===== config.mk =====
export PLATFORM = sky130hd
export DESIGN_NAME = fetch_stage_flat
export DESIGN_NICKNAME = d
export VERILOG_FILES = /design/src/rtl/fetch_stage_if.sv /design/src/rtl/fetch_stage.sv /design/src/flat_wrapper.sv
export SDC_FILE = /design/constraint.sdc
export NUM_CORES = 1
export LEC_CHECK = 0
export BUFFER_PORTS_ARGS = -buffer_cell sky130_fd_sc_hd__buf_2
export CORE_MARGIN = 2
export CORE_UTILIZATION = 55
export CTS_CLUSTER_DIAMETER = 40
export DETAILED_ROUTE_END_ITERATION = 6
export PLACE_DENSITY = 0.86
export SYNTH_ARGS = -nofsm -noshare
export SYNTH_HDL_FRONTEND = slang
export SYNTH_SLANG_ARGS = --single-unit
export TNS_END_PERCENT = 50

===== constraint.sdc =====
create_clock -name clk -period 3.2 [get_ports clk]
set_clock_uncertainty 0.2 [all_clocks]
set_input_delay 0.64 -clock clk [delete_from_list [all_inputs] [get_ports clk]]
set_output_delay 0.64 -clock clk [all_outputs]
set_load 0.02 [all_outputs]

===== src/rtl/fetch_stage_if.sv =====
// Instruction-memory request/response bus between the fetch stage and imem.
// Zero-wait memory: rdata is valid in the same cycle that ready is high.
interface fetch_stage_if;
    logic        imem_req;
    logic [31:0] imem_addr;
    logic        imem_ready;
    logic [31:0] imem_rdata;

    modport master (output imem_req, output imem_addr, input imem_ready, input imem_rdata);
    modport slave  (input imem_req, input imem_addr, output imem_ready, output imem_rdata);
endinterface


===== src/rtl/fetch_stage.sv =====
// Instruction fetch: PC register, imem handshake, one-entry skid buffer and IF/ID register.
// Redirects from execute flush IF/ID and skid; a stuck request is drained before retargeting.
module fetch_stage #(
    parameter logic [31:0] RESET_PC = 32'h0000_0000,
    parameter logic [31:0] NOP      = 32'h0000_0013
) (
    input  logic               clk,
    input  logic               rst_n,
    fetch_stage_if.master      imem,
    input  logic               stall,
    input  logic               ex_valid,
    input  logic               Branch,
    input  logic               jump,
    input  logic               jr,
    input  logic               Zero,
    input  logic [31:0]        ex_pc,
    input  logic [31:0]        ImmExt,
    input  logic [31:0]        rs1_data,
    output logic [31:0]        instr,
    output logic [31:0]        instr_pc,
    output logic [31:0]        instr_pc4,
    output logic               instr_valid
);
    typedef enum logic [1:0] {IDLE, FETCH, DRAIN} state_t;

    state_t      state, state_nx;
    logic [31:0] pc, drain_addr;
    logic [31:0] ifid_instr, ifid_pc;
    logic        ifid_valid;
    logic [31:0] skid_instr, skid_pc;
    logic        skid_valid;
    logic        req, redirect, fire;
    logic [31:0] addr, target, tgt_sum;

    assign redirect = ex_valid & ((Branch & Zero) | jump);
    assign tgt_sum  = jr ? (rs1_data + ImmExt) : (ex_pc + ImmExt);
    assign target   = {tgt_sum[31:2], 2'b00};

    always_ff @(posedge clk or negedge rst_n) begin
        if (!rst_n) state <= IDLE;
        else        state <= state_nx;
    end

    // The request is held through DRAIN at the old address because memory cannot abort it.
    always_comb begin
        state_nx = state;
        req      = 1'b0;
        addr     = pc;
        case (state)
            IDLE:  state_nx = FETCH;
            FETCH: begin
                req = ~skid_valid;
                if (redirect && req && !imem.imem_ready) state_nx = DRAIN;
            end
            DRAIN: begin
                req  = 1'b1;
                addr = drain_addr;
                if (imem.imem_ready) state_nx = FETCH;
            end
            default: state_nx = IDLE;
        endcase
    end

    assign imem.imem_req  = req;
    assign imem.imem_addr = addr;
    assign fire = (state == FETCH) & req & imem.imem_ready & ~redirect;

    always_ff @(posedge clk or negedge rst_n) begin
        if (!rst_n) begin
            pc         <= {RESET_PC[31:2], 2'b00};
            drain_addr <= {RESET_PC[31:2], 2'b00};
            ifid_instr <= NOP;
            ifid_pc    <= 32'h0;
            ifid_valid <= 1'b0;
            skid_instr <= 32'h0;
            skid_pc    <= 32'h0;
            skid_valid <= 1'b0;
        end else if (redirect) begin
            pc         <= target;
            ifid_valid <= 1'b0;
            skid_valid <= 1'b0;
            if (state == FETCH && state_nx == DRAIN) drain_addr <= pc;
        end else begin
            if (fire) pc <= pc + 32'd4;
            if (!ifid_valid || !stall) begin
                // Skid content is older than anything memory can return now.
                if (skid_valid) begin
                    ifid_instr <= skid_instr;
                    ifid_pc    <= skid_pc;
                    ifid_valid <= 1'b1;
                    skid_valid <= 1'b0;
                end else if (fire) begin
                    ifid_instr <= imem.imem_rdata;
                    ifid_pc    <= pc;
                    ifid_valid <= 1'b1;
                end else begin
                    ifid_valid <= 1'b0;
                end
            end else if (fire) begin
                skid_instr <= imem.imem_rdata;
                skid_pc    <= pc;
                skid_valid <= 1'b1;
            end
        end
    end

    assign instr       = ifid_valid ? ifid_instr : NOP;
    assign instr_pc    = ifid_pc;
    assign instr_pc4   = ifid_pc + 32'd4;
    assign instr_valid = ifid_valid;
endmodule


===== src/flat_wrapper.sv =====
// flat-port wrapper written by rule: the top's interface ports become plain ports
module fetch_stage_flat 
#(
    parameter logic [31:0] RESET_PC = 32'h0000_0000,
    parameter logic [31:0] NOP      = 32'h0000_0013
)
  (clk, rst_n, stall, ex_valid, Branch, jump, jr, Zero, ex_pc, ImmExt, rs1_data, instr, instr_pc, instr_pc4, instr_valid, imem_imem_req, imem_imem_addr, imem_imem_ready, imem_imem_rdata);
  fetch_stage_if imem_i ();
  input  logic clk;
  input  logic rst_n;
  input  logic stall;
  input  logic ex_valid;
  input  logic Branch;
  input  logic jump;
  input  logic jr;
  input  logic Zero;
  input  logic [31:0] ex_pc;
  input  logic [31:0] ImmExt;
  input  logic [31:0] rs1_data;
  output logic [31:0] instr;
  output logic [31:0] instr_pc;
  output logic [31:0] instr_pc4;
  output logic instr_valid;
  output wire logic [$bits(imem_i.imem_req)-1:0] imem_imem_req;
  output wire logic [$bits(imem_i.imem_addr)-1:0] imem_imem_addr;
  input wire logic [$bits(imem_i.imem_ready)-1:0] imem_imem_ready;
  input wire logic [$bits(imem_i.imem_rdata)-1:0] imem_imem_rdata;
  assign imem_imem_req = imem_i.imem_req;
  assign imem_imem_addr = imem_i.imem_addr;
  assign imem_i.imem_ready = imem_imem_ready;
  assign imem_i.imem_rdata = imem_imem_rdata;
  fetch_stage #(.RESET_PC(RESET_PC), .NOP(NOP)) u_core (.clk(clk), .rst_n(rst_n), .imem(imem_i), .stall(stall), .ex_valid(ex_valid), .Branch(Branch), .jump(jump), .jr(jr), .Zero(Zero), .ex_pc(ex_pc), .ImmExt(ImmExt), .rs1_data(rs1_data), .instr(instr), .instr_pc(instr_pc), .instr_pc4(instr_pc4), .instr_valid(instr_valid));
endmodule

; ---- Word-level counts from Yosys, hierarchy flattened
; Cells that the tools add are included.
[word_totals]
output_inout_bits = 130
romBits = 0
wordCells = 60
ff_bits = 196
in_bits = 137
mem_bits_rw = 0
latch_bits = 0
n_memories = 0
[op_classes]
eq_ne = 3
n_bitwise = 9
muxes = 20
add_sub_neg = 4
order_cmp = 0
shift = 0
multipliers = 0
reduce_logical = 15
n_div = 0
[op_table]
columns = operator, n
row1 = 2-to-1 mux 32 bit, 9
row2 = "adder 32 x 3 -> 32 bit, second input constant", 2
row3 = adder 32 bit, 2
row4 = 2-to-1 mux 1 bit, 7
row5 = case mux 2 bit (3 select lines), 1
row6 = AND reduction 3 bit, 2
row7 = nonzero test 2 bit, 3
row8 = bitwise AND 1 bit, 5
row9 = "equality test 2 bit, second input constant", 2
row10 = 2-to-1 mux 2 bit, 2
row11 = logical AND 1 bit, 3
row12 = zero test 1 bit, 3
row13 = inverter 1 bit, 3
row14 = nonzero test 3 bit, 1
row15 = "equality test 2 x 1 -> 1 bit, second input constant", 1
row16 = zero test 2 bit, 1
row17 = case mux 1 bit (2 select lines), 1
row18 = AND reduction 2 bit, 1
row19 = logical OR 1 bit, 1
row20 = bitwise OR 1 bit, 1

; ---- Logic depth before layout (Yosys ltp)
; Gate-level depths: netlist of run 1.
[depth]
word_depth = 10
ltp_mapped = 13
ltp_nobuf = 10

; ---- Worst setup path after synthesis of run 1
; Ideal clock, no wire load.
[synth_timing]
path_type = input to register
from = input port jr
to = register u_core.pc[21]
slack_ns = -0.599
setup_ns = 0.134
cell_stages = 12
path_buffers = 2
arrival_time_ns = 3.465
required_time_ns = 2.866
cell_sequence = buf_6 clkbuf_1 mux2_2 ha_1 a21oi_1 o221a_4 or4b_4 nand3b_1 and2_1 o21ai_0 a311oi_1 o22ai_1
[synth_via]
elab_chain_cells = 2
[synth_lines]
columns = element, line_no
row1 = start: declaration, flat_wrapper.sv:15  ; input logic jr;
row2 = 2-to-1 mux 32 bit, fetch_stage.sv:36  ; assign tgt_sum = jr ? (rs1_data + ImmExt) : (ex_pc + ImmExt);
row3 = 2-to-1 mux 32 bit, fetch_stage.sv:78  ; end else if (redirect) begin
row4 = end signal: assignment, fetch_stage.sv:70  ; pc <= {RESET_PC[31:2], 2'b00};
row5 = end signal: assignment, fetch_stage.sv:79  ; pc <= target;
row6 = end signal: assignment, fetch_stage.sv:84  ; if (fire) pc <= pc + 32'd4;
row7 = end: declaration, fetch_stage.sv:27  ; logic [31:0] pc, drain_addr;
; No other way between the ends.
; A chain may end at the register's enable or synchronous reset.

; ---- Worst setup path after layout of run 1
[layout_timing]
from = input port jr
to = register u_core.pc[23]
; The elaborated chain is that of the path after synthesis.

==> insert_results.sql, run 1 <==
INSERT INTO impl_metrics (metric_group, metric, value, unit) VALUES
('layout', 'fraction_of_layout_cells_with_a_size_suffix_above_1', '42.42', '%'),
('synthesis', 'netlist.area_leader.share', '41.36', '%'),
('floorplan', 'core_area', '20100', 'um2'),
('layout', 'num_antenna_cells', '0', ''),
('routing', 'drt-total-wl', '28.18', 'mm'),
('global_routing', 'groute.layer.met2.usage', '46.03', '%'),
('routing', 'drt_drc_violations_left', '0', ''),
('synthesis', 'syn_area', '11190', 'um2'),
('global_routing', 'grt.busiest_layer', 'met2', ''),
('global_routing', 'initial_antenna_violation_count', '0', ''),
('clocking', 'cts_max_level', '4', ''),
('timing', 'fin_crit_share', '97.59', '%'),
('clocking', 'clkTransAtPathRegs', '70', 'ps'),
('global_routing', 'use_met1', '33.39', '%'),
('layout', 'fillers', '1452', ''),
('worst_setup_path', 'setup.worst_path.class', 'input port to register', ''),
('clocking', 'cts_max_path_buffers', '2', ''),
('synthesis', 'yosys_register_bits', '188', ''),
('floorplan', 'io_pins', '267', ''),
('clocking', 'ctsRootBufferMaster', 'sky130_fd_sc_hd__clkbuf_16', ''),
('worst_setup_path', 'start_kind', 'input port', ''),
('timing', 'rsz0062_at_grt', 'yes', ''),
('placement', 'globalplace.congestion', '0.8483', ''),
('timing', 'fin_crit', '3123', 'ps'),
('pwr', 'clkPwrFrac', '19.7', '%'),
('synthesis', 'synth-async-reset-ratio', '100.0', '%'),
('synthesis', 'postSynthAreaPerCell', '10.19', 'um2'),
('worst_setup_path', 'critical_path_required', '3330', 'ps'),
('layout', 'final_cell_count_no_fill', '1689', ''),
('floorplan', 'initial_core_util', '55.67', '%'),
('worst_setup_path', 'critical_path_arrival', '3260', 'ps'),
('layout', 'finish.instance_area', '14290', 'um2'),
('routing', 'firstDrtPassIters', '5', ''),
('pwr', 'power.total', '11.11', 'mW'),
('synthesis', 'synthCells', '1098', ''),
('timing', 'fmax', '320.2', 'MHz'),
('timing', 'max_slew.worst_pin.slew', '700.0', 'ps'),
('timing', 'min_setup_slack_post_route', '76.98', 'ps'),
('floorplan', 'rows', '52', ''),
('pwr', 'power.density', '777.1', 'nW/um2'),
('timing', 'setup-violations-final', '0', ''),
('timing', 'totalNegativeSetupSlack', '0', 'ps'),
('outcome', 'result_of_the_run', 'finished, final reports clean', ''),
('routing', 'drt_first_iter_violations', '481', ''),
('synthesis', 'synth_most_common_cell', 'sky130_fd_sc_hd__dfrtp_1', ''),
('synthesis', 'synthDominantAreaCellType', 'sky130_fd_sc_hd__dfrtp_1', ''),
('layout', 'area_growth_syn_to_layout', '27.71', '%'),
('pwr', 'seqPwrFrac', '37.8', '%'),
('routing', 'antenna_left', '0', ''),
('timing', 'holdWs', '51.78', 'ps'),
('routing', 'post_drt_via_cell_ratio', '5.589', ''),
('clocking', 'clock_latency', '430', 'ps'),
('placement', 'post-dp-hpwl', '20.91', 'mm'),
('placement', 'dpl_cell_area', '13500', 'um2'),
('pwr', 'switching_fraction_of_total_power', '40.07', '%'),
('pwr', 'vdd_drop_max', '0.3776', 'mV'),
('floorplan', 'dieArea', '21510', 'um2'),
('clocking', 'cts_buffers', '17', ''),
('placement', 'detailedPlace.worstSlack', '-413.9', 'ps'),
('layout', 'layout.core_utilization', '71.10', '%'),
('routing', 'detail_route.wl_per_cell', '16.69', 'um'),
('global_routing', 'track_usage', '26.25', '%'),
('global_routing', 'grt.overflow.total', '0', ''),
('clocking', 'tritoncts', 'yes', ''),
('timing', 'drv_slew', '0', ''),
('floorplan', 'die_w', '146.7', 'um'),
('synthesis', 'post_synth_main_area_contributors', 'sky130_fd_sc_hd__dfrtp_1 41%, sky130_fd_sc_hd__mux2_2 15%, sky130_fd_sc_hd__mux2i_1 5.7%', ''),
('job', 'cap_violations', '0', ''),
('layout', 'regArea', '4720', 'um2'),
('global_routing', 'global_route.usage.met3', '5.500', '%'),
('synthesis', 'synth-seq-area-share', '42.07', '%');
-- repair_timing --
item / 4_1_cts / 5_1_grt
endpoints found under the setup margin: 14 / 22
setup buffers: 3 / 0
resized for setup: 7 / 36
pin swaps: 0 / 4
-- worst max-delay path, cell delays in order --
cell                      delay, ps
sky130_fd_sc_hd__buf_2          130
sky130_fd_sc_hd__buf_4          150
sky130_fd_sc_hd__mux2_2         360
sky130_fd_sc_hd__ha_4           230
sky130_fd_sc_hd__a21oi_2        160
sky130_fd_sc_hd__nand2_1         90
sky130_fd_sc_hd__or4b_4         580
sky130_fd_sc_hd__a31oi_4        250
sky130_fd_sc_hd__nor3_4          70
sky130_fd_sc_hd__o21a_1         210
sky130_fd_sc_hd__o21a_1         170
sky130_fd_sc_hd__o31ai_1        200
-- final cells by class --
cell class / instances / area share, %
Multi-Input combinational cell: 827 / 45.05
Sequential cell: 188 / 33.02
Timing Repair Buffer: 357 / 14.86
Clock buffer: 18 / 3.002
Tap cell: 270 / 2.363
Clock inverter: 14 / 1.304
Inverter: 15 / 0.3939
-- routing by layer --
metal  vias to the layer above  routed length (um)
li1                       4501                   -
met1                      4559               12140
met2                       334               13980
met3                        46                1588
met4                         0                 469
met5                         -                   0
-- state kept, by name, summed over array words and instances (netlist names) --
register            flops
u_core.drain_addr      30
u_core.skid_valid       1
u_core.ifid_instr      32
u_core.skid_instr      32
u_core.state            2
u_core.skid_pc         30
u_core.pc              30
u_core.instr_pc        30
u_core.instr_valid      1
-- path summary, 6_finish.rpt --
kind	from	endpoint	slack [ps]	depth (start not counted)
max reg2reg	u_core.state[1]	u_core.pc[31]	610	10
min in group clk	imem_imem_rdata[29]	u_core.skid_instr[29]	250	2
min reg2reg	u_core.ifid_instr[4]	u_core.ifid_instr[4]	300	2
max in group asynchronous	rst_n	u_core.instr_pc[22]	1980	2
min	rst_n	u_core.skid_instr[19]	50	1
max	jr	u_core.pc[23]	80	12
-- cell usage in the layout (no fill, tap or decap), types with 8 or more instances in the layout --
cell / count
sky130_fd_sc_hd__nor2_1: 88
sky130_fd_sc_hd__and3_1: 8
sky130_fd_sc_hd__nand3_1: 26
sky130_fd_sc_hd__mux2i_1: 64
sky130_fd_sc_hd__xor2_1: 27
sky130_fd_sc_hd__ha_4: 8
sky130_fd_sc_hd__xnor2_1: 50
sky130_fd_sc_hd__a21o_1: 15
sky130_fd_sc_hd__a21oi_1: 89
sky130_fd_sc_hd__and4_1: 8
sky130_fd_sc_hd__o21ai_0: 31
sky130_fd_sc_hd__nand2_1: 72
sky130_fd_sc_hd__nand4_1: 20
sky130_fd_sc_hd__a21oi_2: 8
sky130_fd_sc_hd__buf_2: 256
sky130_fd_sc_hd__ha_1: 28
sky130_fd_sc_hd__buf_4: 93
sky130_fd_sc_hd__mux2_2: 149
sky130_fd_sc_hd__clkbuf_16: 17
sky130_fd_sc_hd__inv_1: 15
sky130_fd_sc_hd__dfrtp_1: 178
sky130_fd_sc_hd__nor3_1: 10
sky130_fd_sc_hd__and2_1: 31
-- power groups by stage --
stage               combinational, mW  clock, mW  sequential (mW)
floorplan                        2.98          0             4.14
global placement                 4.45          0             4.12
detailed placement               4.59          0             4.20
CTS                              4.66       2.23             4.16
global route                     5.10       2.34             4.33
finish                           4.72       2.19             4.20
-- kinds of logic after synthesis --
kind of cell               after synthesis  share of synthesized area [%]
other                                    1                        0.03351
muxes                                  217                          21.22
xor gates and xnor gates                77                          6.026
DFF                                    188                          42.07
AOI/OAI and AO/OA                      191                          10.27
and+or+nand+nor                        300                          13.14
buffers and inverters                   88                          3.220
adders and majority gates               36                          4.025
Power figures use the tool's default switching activity.
==> run 2: changes to the inputs <==
- PLACE_DENSITY: 0.86 -> 0.82
- SKIP_CTS_REPAIR_TIMING: default -> 1
==> run 2 against run 1 <==
The flow now finishes with violations (negative setup slack). Hold slack got worse by 48 ps. Total power decreased by 0.22%. Wire length fell by 2.2%. Count of clock-buffer cells in the layout up 3. Utilization is 0.26 points higher. Sequential share of layout area decreased by 0.13 points. Global-route usage decreased by 0.92 points. Critical endpoint is now u_core.pc[27].
==> insert_results.sql, run 2 (synthesis results as in run 1) <==
INSERT INTO impl_metrics (metric_group, metric, value, unit) VALUES
('clocking', 'cts_max_level', '4', ''),
('floorplan', 'dieArea', '21510', 'um2'),
('placement', 'count_of_port_buffers_added_during_placement', '260', ''),
('layout', 'finish.net_count', '1597', ''),
('timing', 'fin_crit_share', '100.0', '%'),
('timing', 'fmax', '312.5', 'MHz'),
('global_routing', 'track_usage', '25.33', '%'),
('routing', 'detail_route.wl_per_cell', '16.15', 'um'),
('layout', 'num_antenna_cells', '0', ''),
('worst_setup_path', 'crit_chain', 'buf_2 -> buf_12 -> mux2_2 -> ha_1 -> o21ai_0 -> a21oi_1 -> o311a_1 -> and2_4 -> nor2_2 -> or4b_4 -> a21o_1 -> a31oi_1', ''),
('worst_setup_path', 'setup.worst_path.class', 'input port to register', ''),
('routing', 'firstDrtPassIters', '5', ''),
('timing', 'max_slew.worst_pin.slew', '1121', 'ps'),
('pwr', 'vdd_drop_max', '0.3680', 'mV'),
('routing', 'antenna_left', '0', ''),
('worst_setup_path', 'critical_path_required', '3340', 'ps'),
('layout', 'final_cell_mix', '258 x sky130_fd_sc_hd__buf_2, 179 x sky130_fd_sc_hd__dfrtp_1, 149 x sky130_fd_sc_hd__mux2_2, 110 x sky130_fd_sc_hd__buf_4, 93 x sky130_fd_sc_hd__a21oi_1', ''),
('job', 'cap_violations', '0', ''),
('clocking', 'cts_buffers', '17', ''),
('floorplan', 'io_pins', '267', ''),
('clocking', 'cts.sink_count', '188', ''),
('timing', 'fin_crit', '3200', 'ps'),
('global_routing', 'grt_pass1_vias', '9144', ''),
('placement', 'detailedPlace.worstSlack', '-392.4', 'ps'),
('outcome', 'violated_checks', 'negative setup slack', ''),
('worst_setup_path', 'crit_path_max_fanout', '15', ''),
('layout', 'most_frequent_standard_cell_in_the_layout_excluding_fill_and_tap_cells', 'sky130_fd_sc_hd__buf_2', ''),
('timing', 'finalHoldViolations', '0', ''),
('global_routing', 'grt.overflow.total', '0', ''),
('timing', 'setup-violations-final', '1', ''),
('outcome', 'result_of_the_run', 'complete, but fails checks', ''),
('clocking', 'clock_latency', '420', 'ps'),
('floorplan', 'die_h', '146.7', 'um'),
('worst_setup_path', 'critPathTopFamily', 'compound AO/OA/AOI/OAI gates', ''),
('layout', 'layout.core_utilization', '71.36', '%'),
('worst_setup_path', 'crit_path_end_kind', 'register', ''),
('worst_setup_path', 'r2r_cells', '8', ''),
('clocking', 'cts_max_path_buffers', '2', ''),
('routing', 'top_layer', 'met4', ''),
('clocking', 'tritoncts', 'yes', ''),
('routing', 'drt_drc_violations_left', '0', ''),
('timing', 'totalNegativeSetupSlack', '-0.4445', 'ps'),
('layout', 'layout_top_registers', 'u_core.ifid_instr: 32 flops, u_core.skid_instr: 32 flops', ''),
('timing', 'max_slew_margin', '25.27', '%'),
('pwr', 'power.density', '772.5', 'nW/um2'),
('floorplan', 'die_w', '146.7', 'um'),
('worst_setup_path', 'cp_slowest_cell', 'sky130_fd_sc_hd__or4b_4', ''),
('routing', 'drt_first_iter_violations', '527', ''),
('placement', 'post-dp-hpwl', '20.64', 'mm'),
('placement', 'globalplace.congestion', '0.8565', ''),
('routing', 'wl_met3', '1.520', 'mm'),
('worst_setup_path', 'worstPathBufferInverterCount', '2', ''),
('worst_setup_path', 'start_kind', 'input port', ''),
('global_routing', 'initial_antenna_violation_count', '0', ''),
('worst_setup_path', 'critical_path_arrival', '3340', 'ps'),
('routing', 'drt-total-wl', '27.56', 'mm'),
('routing', 'drt-met1-wl', '12.30', 'mm'),
('hold_path', 'hold_path.class', 'input port to asynchronous set/reset pin', ''),
('layout', 'area_growth_syn_to_layout', '28.18', '%'),
('worst_setup_path', 'worstReg2RegEnd', 'u_core.skid_instr[23]', ''),
('worst_setup_path', 'critical_path.max_stage_delay', '530', 'ps'),
('worst_setup_path', 'reg2reg_from', 'u_core.state[0]', ''),
('timing', 'rsz0062_at_grt', 'yes', ''),
('timing', 'min_setup_slack_post_route', '-0.4445', 'ps'),
('global_routing', 'wire_length_of_the_first_global_routing_pass', '44.42', 'mm'),
('floorplan', 'core_area', '20100', 'um2'),
('pwr', 'power.total', '11.08', 'mW'),
('worst_setup_path', 'rrSetupSlack', '440', 'ps'),
('floorplan', 'rows', '52', ''),
('routing', 'via_count', '9450', ''),
('layout', 'fraction_of_layout_cells_with_a_size_suffix_above_1', '42.38', '%'),
('timing', 'drv_slew', '0', ''),
('clocking', 'ctsRootBufferMaster', 'sky130_fd_sc_hd__clkbuf_16', ''),
('routing', 'met2_wirelength', '13.14', 'mm'),
('clocking', 'clkTransAtPathRegs', '70', 'ps'),
('floorplan', 'initial_core_util', '55.67', '%'),
('routing', 'post_drt_via_cell_ratio', '5.536', ''),
('pwr', 'leakagePower', '6.737', 'nW'),
('global_routing', 'grt_start_max_net_pins', '69', '');
-- run 2: how the worst max path moves through the flow --
stage | slack (ps) | startpoint | cells after the start | to
2_1_floorplan | -190 | jr | 12 | u_core.pc[23]
6_report | -0.4 | jr | 12 | u_core.pc[27]
5_1_grt | -50 | jr | 12 | u_core.pc[27]
4_1_cts | -210 | u_core.instr_pc[8] | 8 | instr_pc4[31]
3_5_place_dp | -390 | jr | 12 | u_core.pc[27]
3_3_place_gp | -300 | jr | 12 | u_core.pc[27]
-- run 2: metrics by stage --
step	std cells	hold slack [ps]	area, um2
after global placement	1666	283.5	13590
after global routing	1707	46.74	14350
after floorplan	1103	144.4	11400
after CTS	1698	20.63	14190
after detailed placement	1666	293.0	13590
final	1707	3.434	14350
-- run 2: final cells by class --
class	count	area, um2
Sequential cell	188	4718
Clock inverter	11	133.9
Tap cell	270	337.8
Clock buffer	21	470.5
Inverter	15	56.30
Fill cell	1474	5758
Timing Repair Buffer	375	2251
Multi-Input combinational cell	827	6379
-- run 2: report_power, final --
part / total, mW / internal, mW / switching (mW)
logic: 4.76 / 2.13 / 2.63
registers: 4.20 / 3.33 / 0.869
clock network: 2.12 / 1.22 / 0.901
-- run 2: worst reg2reg max path, delay by kind of cell (launching register included) --
family	cells	cell delay (ps)
AOI/OAI and AO/OA	1	50
adders and majority gates	1	320
buffers and inverters	3	980
DFF	1	410
muxes	1	460
and+or+nand+nor	2	230
-- run 2: metal layers --
layer  global-route usage, %  up-vias
li1                        -     4536
met1                   33.54     4538
met2                   43.17      334
met3                   3.469       42
met4                   8.301        0
met5                       0        -
==> run 3: changes to the inputs <==
- PLACE_DENSITY: 0.82 -> 0.93
==> run 3 against run 2 <==
Final area about the same. The run now ends clean. Register-to-register slack barely moved. Combinational power is essentially flat. Fmax grew 2.3%. Die area unchanged. Utilization is essentially flat.
==> insert_results.sql, run 3 (synthesis results as in run 1) <==
INSERT INTO impl_metrics (metric_group, metric, value, unit) VALUES
('clocking', 'clkTransAtPathRegs', '70', 'ps'),
('clocking', 'ctsRootBufferMaster', 'sky130_fd_sc_hd__clkbuf_16', ''),
('timing', 'fin_crit_share', '97.77', '%'),
('clocking', 'clock_latency', '430', 'ps'),
('routing', 'drt_first_iter_violations', '524', ''),
('routing', 'via_count', '9452', ''),
('layout', 'finish.net_count', '1591', ''),
('worst_setup_path', 'crit_chain', 'buf_2 -> buf_12 -> mux2_2 -> ha_1 -> o21ai_0 -> a21oi_2 -> o311a_4 -> a31oi_4 -> nor3_4 -> o21a_1 -> o21a_1 -> o31ai_1', ''),
('clocking', 'cts.sink_count', '188', ''),
('layout', 'area_growth_syn_to_layout', '28.09', '%'),
('pwr', 'power.density', '781.6', 'nW/um2'),
('floorplan', 'die_w', '146.7', 'um'),
('pwr', 'leakagePower', '6.727', 'nW'),
('routing', 'post_drt_via_cell_ratio', '5.557', ''),
('worst_setup_path', 'crit_path_max_fanout', '16', ''),
('floorplan', 'die_h', '146.7', 'um'),
('layout', 'fraction_of_layout_cells_with_a_size_suffix_above_1', '42.42', '%'),
('job', 'cap_violations', '0', ''),
('timing', 'fmax', '319.6', 'MHz'),
('layout', 'final_cell_mix', '256 x sky130_fd_sc_hd__buf_2, 179 x sky130_fd_sc_hd__dfrtp_1, 149 x sky130_fd_sc_hd__mux2_2, 106 x sky130_fd_sc_hd__buf_4, 92 x sky130_fd_sc_hd__a21oi_1', ''),
('pwr', 'power.total', '11.21', 'mW'),
('global_routing', 'grt.busiest_layer', 'met2', ''),
('clocking', 'tritoncts', 'yes', ''),
('timing', 'max_slew.worst_pin.slew', '1089', 'ps'),
('routing', 'drt_drc_violations_left', '0', ''),
('floorplan', 'dieArea', '21510', 'um2'),
('floorplan', 'initial_core_util', '55.67', '%'),
('layout', 'layout_top_registers', 'u_core.ifid_instr: 32 flops, u_core.skid_instr: 32 flops', ''),
('worst_setup_path', 'setup.worst_path.class', 'input port to register', ''),
('global_routing', 'grt_pass1_vias', '9460', ''),
('layout', 'fillers', '1389', ''),
('routing', 'firstDrtPassIters', '5', ''),
('worst_setup_path', 'critical_path.max_stage_delay', '400', 'ps'),
('worst_setup_path', 'start_kind', 'input port', ''),
('floorplan', 'rows', '52', ''),
('layout', 'num_antenna_cells', '0', ''),
('timing', 'setup-violations-final', '0', ''),
('floorplan', 'core_area', '20100', 'um2'),
('placement', 'globalplace.congestion', '0.8689', ''),
('worst_setup_path', 'critical_path_arrival', '3250', 'ps'),
('worst_setup_path', 'critical_path_required', '3320', 'ps'),
('pwr', 'vdd_drop_max', '0.3290', 'mV'),
('clocking', 'cts_max_level', '4', ''),
('global_routing', 'global_route.usage.met3', '3.875', '%'),
('layout', 'most_frequent_standard_cell_in_the_layout_excluding_fill_and_tap_cells', 'sky130_fd_sc_hd__buf_2', ''),
('clocking', 'cts_buffers', '17', ''),
('timing', 'fin_crit', '3129', 'ps'),
('worst_setup_path', 'crit_path_end_kind', 'register', ''),
('floorplan', 'io_pins', '267', ''),
('worst_setup_path', 'cp_slowest_cell', 'sky130_fd_sc_hd__o311a_4', ''),
('global_routing', 'wire_length_of_the_first_global_routing_pass', '46.26', 'mm'),
('placement', 'post-dp-hpwl', '21.18', 'mm'),
('outcome', 'result_of_the_run', 'finished, final reports clean', ''),
('global_routing', 'use_met1', '34.27', '%'),
('global_routing', 'track_usage', '26.57', '%'),
('global_routing', 'grt_start_max_net_pins', '125', ''),
('routing', 'detail_route.wl_per_cell', '16.82', 'um'),
('timing', 'drv_slew', '0', ''),
('global_routing', 'groute.layer.met2.usage', '45.82', '%'),
('hold_path', 'hold_path.class', 'input port to asynchronous set/reset pin', ''),
('timing', 'totalNegativeSetupSlack', '0', 'ps'),
('routing', 'drt-total-wl', '28.61', 'mm'),
('worst_setup_path', 'critPathMostFrequentCell', 'sky130_fd_sc_hd__o21a_1', ''),
('timing', 'finalHoldViolations', '0', ''),
('global_routing', 'initial_antenna_violation_count', '0', ''),
('global_routing', 'grt.overflow.total', '0', ''),
('clocking', 'cts_max_path_buffers', '2', ''),
('placement', 'count_of_port_buffers_added_during_placement', '260', ''),
('routing', 'antenna_left', '0', ''),
('timing', 'max_slew_margin', '27.38', '%');
==> run 3: cell types whose count changed in the layout (fill, tap and decap cells not counted), moves of 2 or more <==
cell | previous run | this run
sky130_fd_sc_hd__and3_4 | 2 | 4
sky130_fd_sc_hd__clkbuf_8 | 4 | 2
sky130_fd_sc_hd__clkinvlp_4 | 4 | 2
sky130_fd_sc_hd__inv_8 | 0 | 2
sky130_fd_sc_hd__buf_4 | 110 | 106
sky130_fd_sc_hd__clkinv_2 | 0 | 2
sky130_fd_sc_hd__buf_2 | 258 | 256
==> run 3: layout make-up <==
class                      instances  area (um2)  area share, %
clock buffer                      18       439.2          3.063
clock inverter                    14       181.4          1.265
inverter                          15       56.30         0.3927
multi-input combinational        827        6392          44.59
sequential                       188        4718          32.91
tap                              270       337.8          2.356
timing repair buffer             369        2211          15.42
==> run 3: layer usage <==
| metal | vias to the layer above | part of all wire, % |
|---|---|---|
| met5 | - | 0 |
| met2 | 393 | 49 |
| met1 | 4485 | 43 |
| met4 | 0 | 2.5 |
| met3 | 57 | 5.8 |
| li1 | 4517 | - |
==> run 3: path summary, 6_finish.rpt <==
kind	endpoint	slack [ps]	cells after the start	from
worst max-delay path	u_core.pc[23]	70	12	jr
worst min-delay path	u_core.ifid_instr[21]	30	1	rst_n
worst max register to register	u_core.skid_instr[20]	440	8	u_core.state[0]
worst min register to register	u_core.ifid_instr[4]	300	2	u_core.ifid_instr[4]
max in group asynchronous	u_core.instr_pc[7]	1930	2	rst_n
min in group clk	u_core.skid_instr[4]	260	2	imem_imem_rdata[4]
==> run 3: worst max-delay path, delay by kind of cell <==
kind | cells | cell delay [ps]
compound gates | 7 | 1640
mux | 1 | 350
fa+ha+maj | 1 | 280
buf+inv | 2 | 260
simple gates | 1 | 70
==> run 3: per-stage QoR <==
step / instances / instance area (um2) / hold WS, ps / utilization [%] / worst slack [ps]
after floorplan: 1103 / 11400 / 144.4 / - / -187.5
after global placement: 1665 / 13580 / 283.1 / 67.54 / -277.4
after detailed placement: 1665 / 13580 / 291.3 / 67.54 / -378.9
after CTS: 1697 / 14200 / 53.81 / 70.63 / -252.2
after global routing: 1701 / 14340 / 73.32 / 71.31 / -54.14
final: 1701 / 14340 / 32.40 / 71.31 / 71.39
==> run 3: where the power goes <==
group	switching (mW)	internal, mW	leakage [nW]
registers	0.898	3.33	2.34
clock network	0.938	1.27	0.301
logic	2.66	2.12	4.08
total	4.49	6.71	6.73
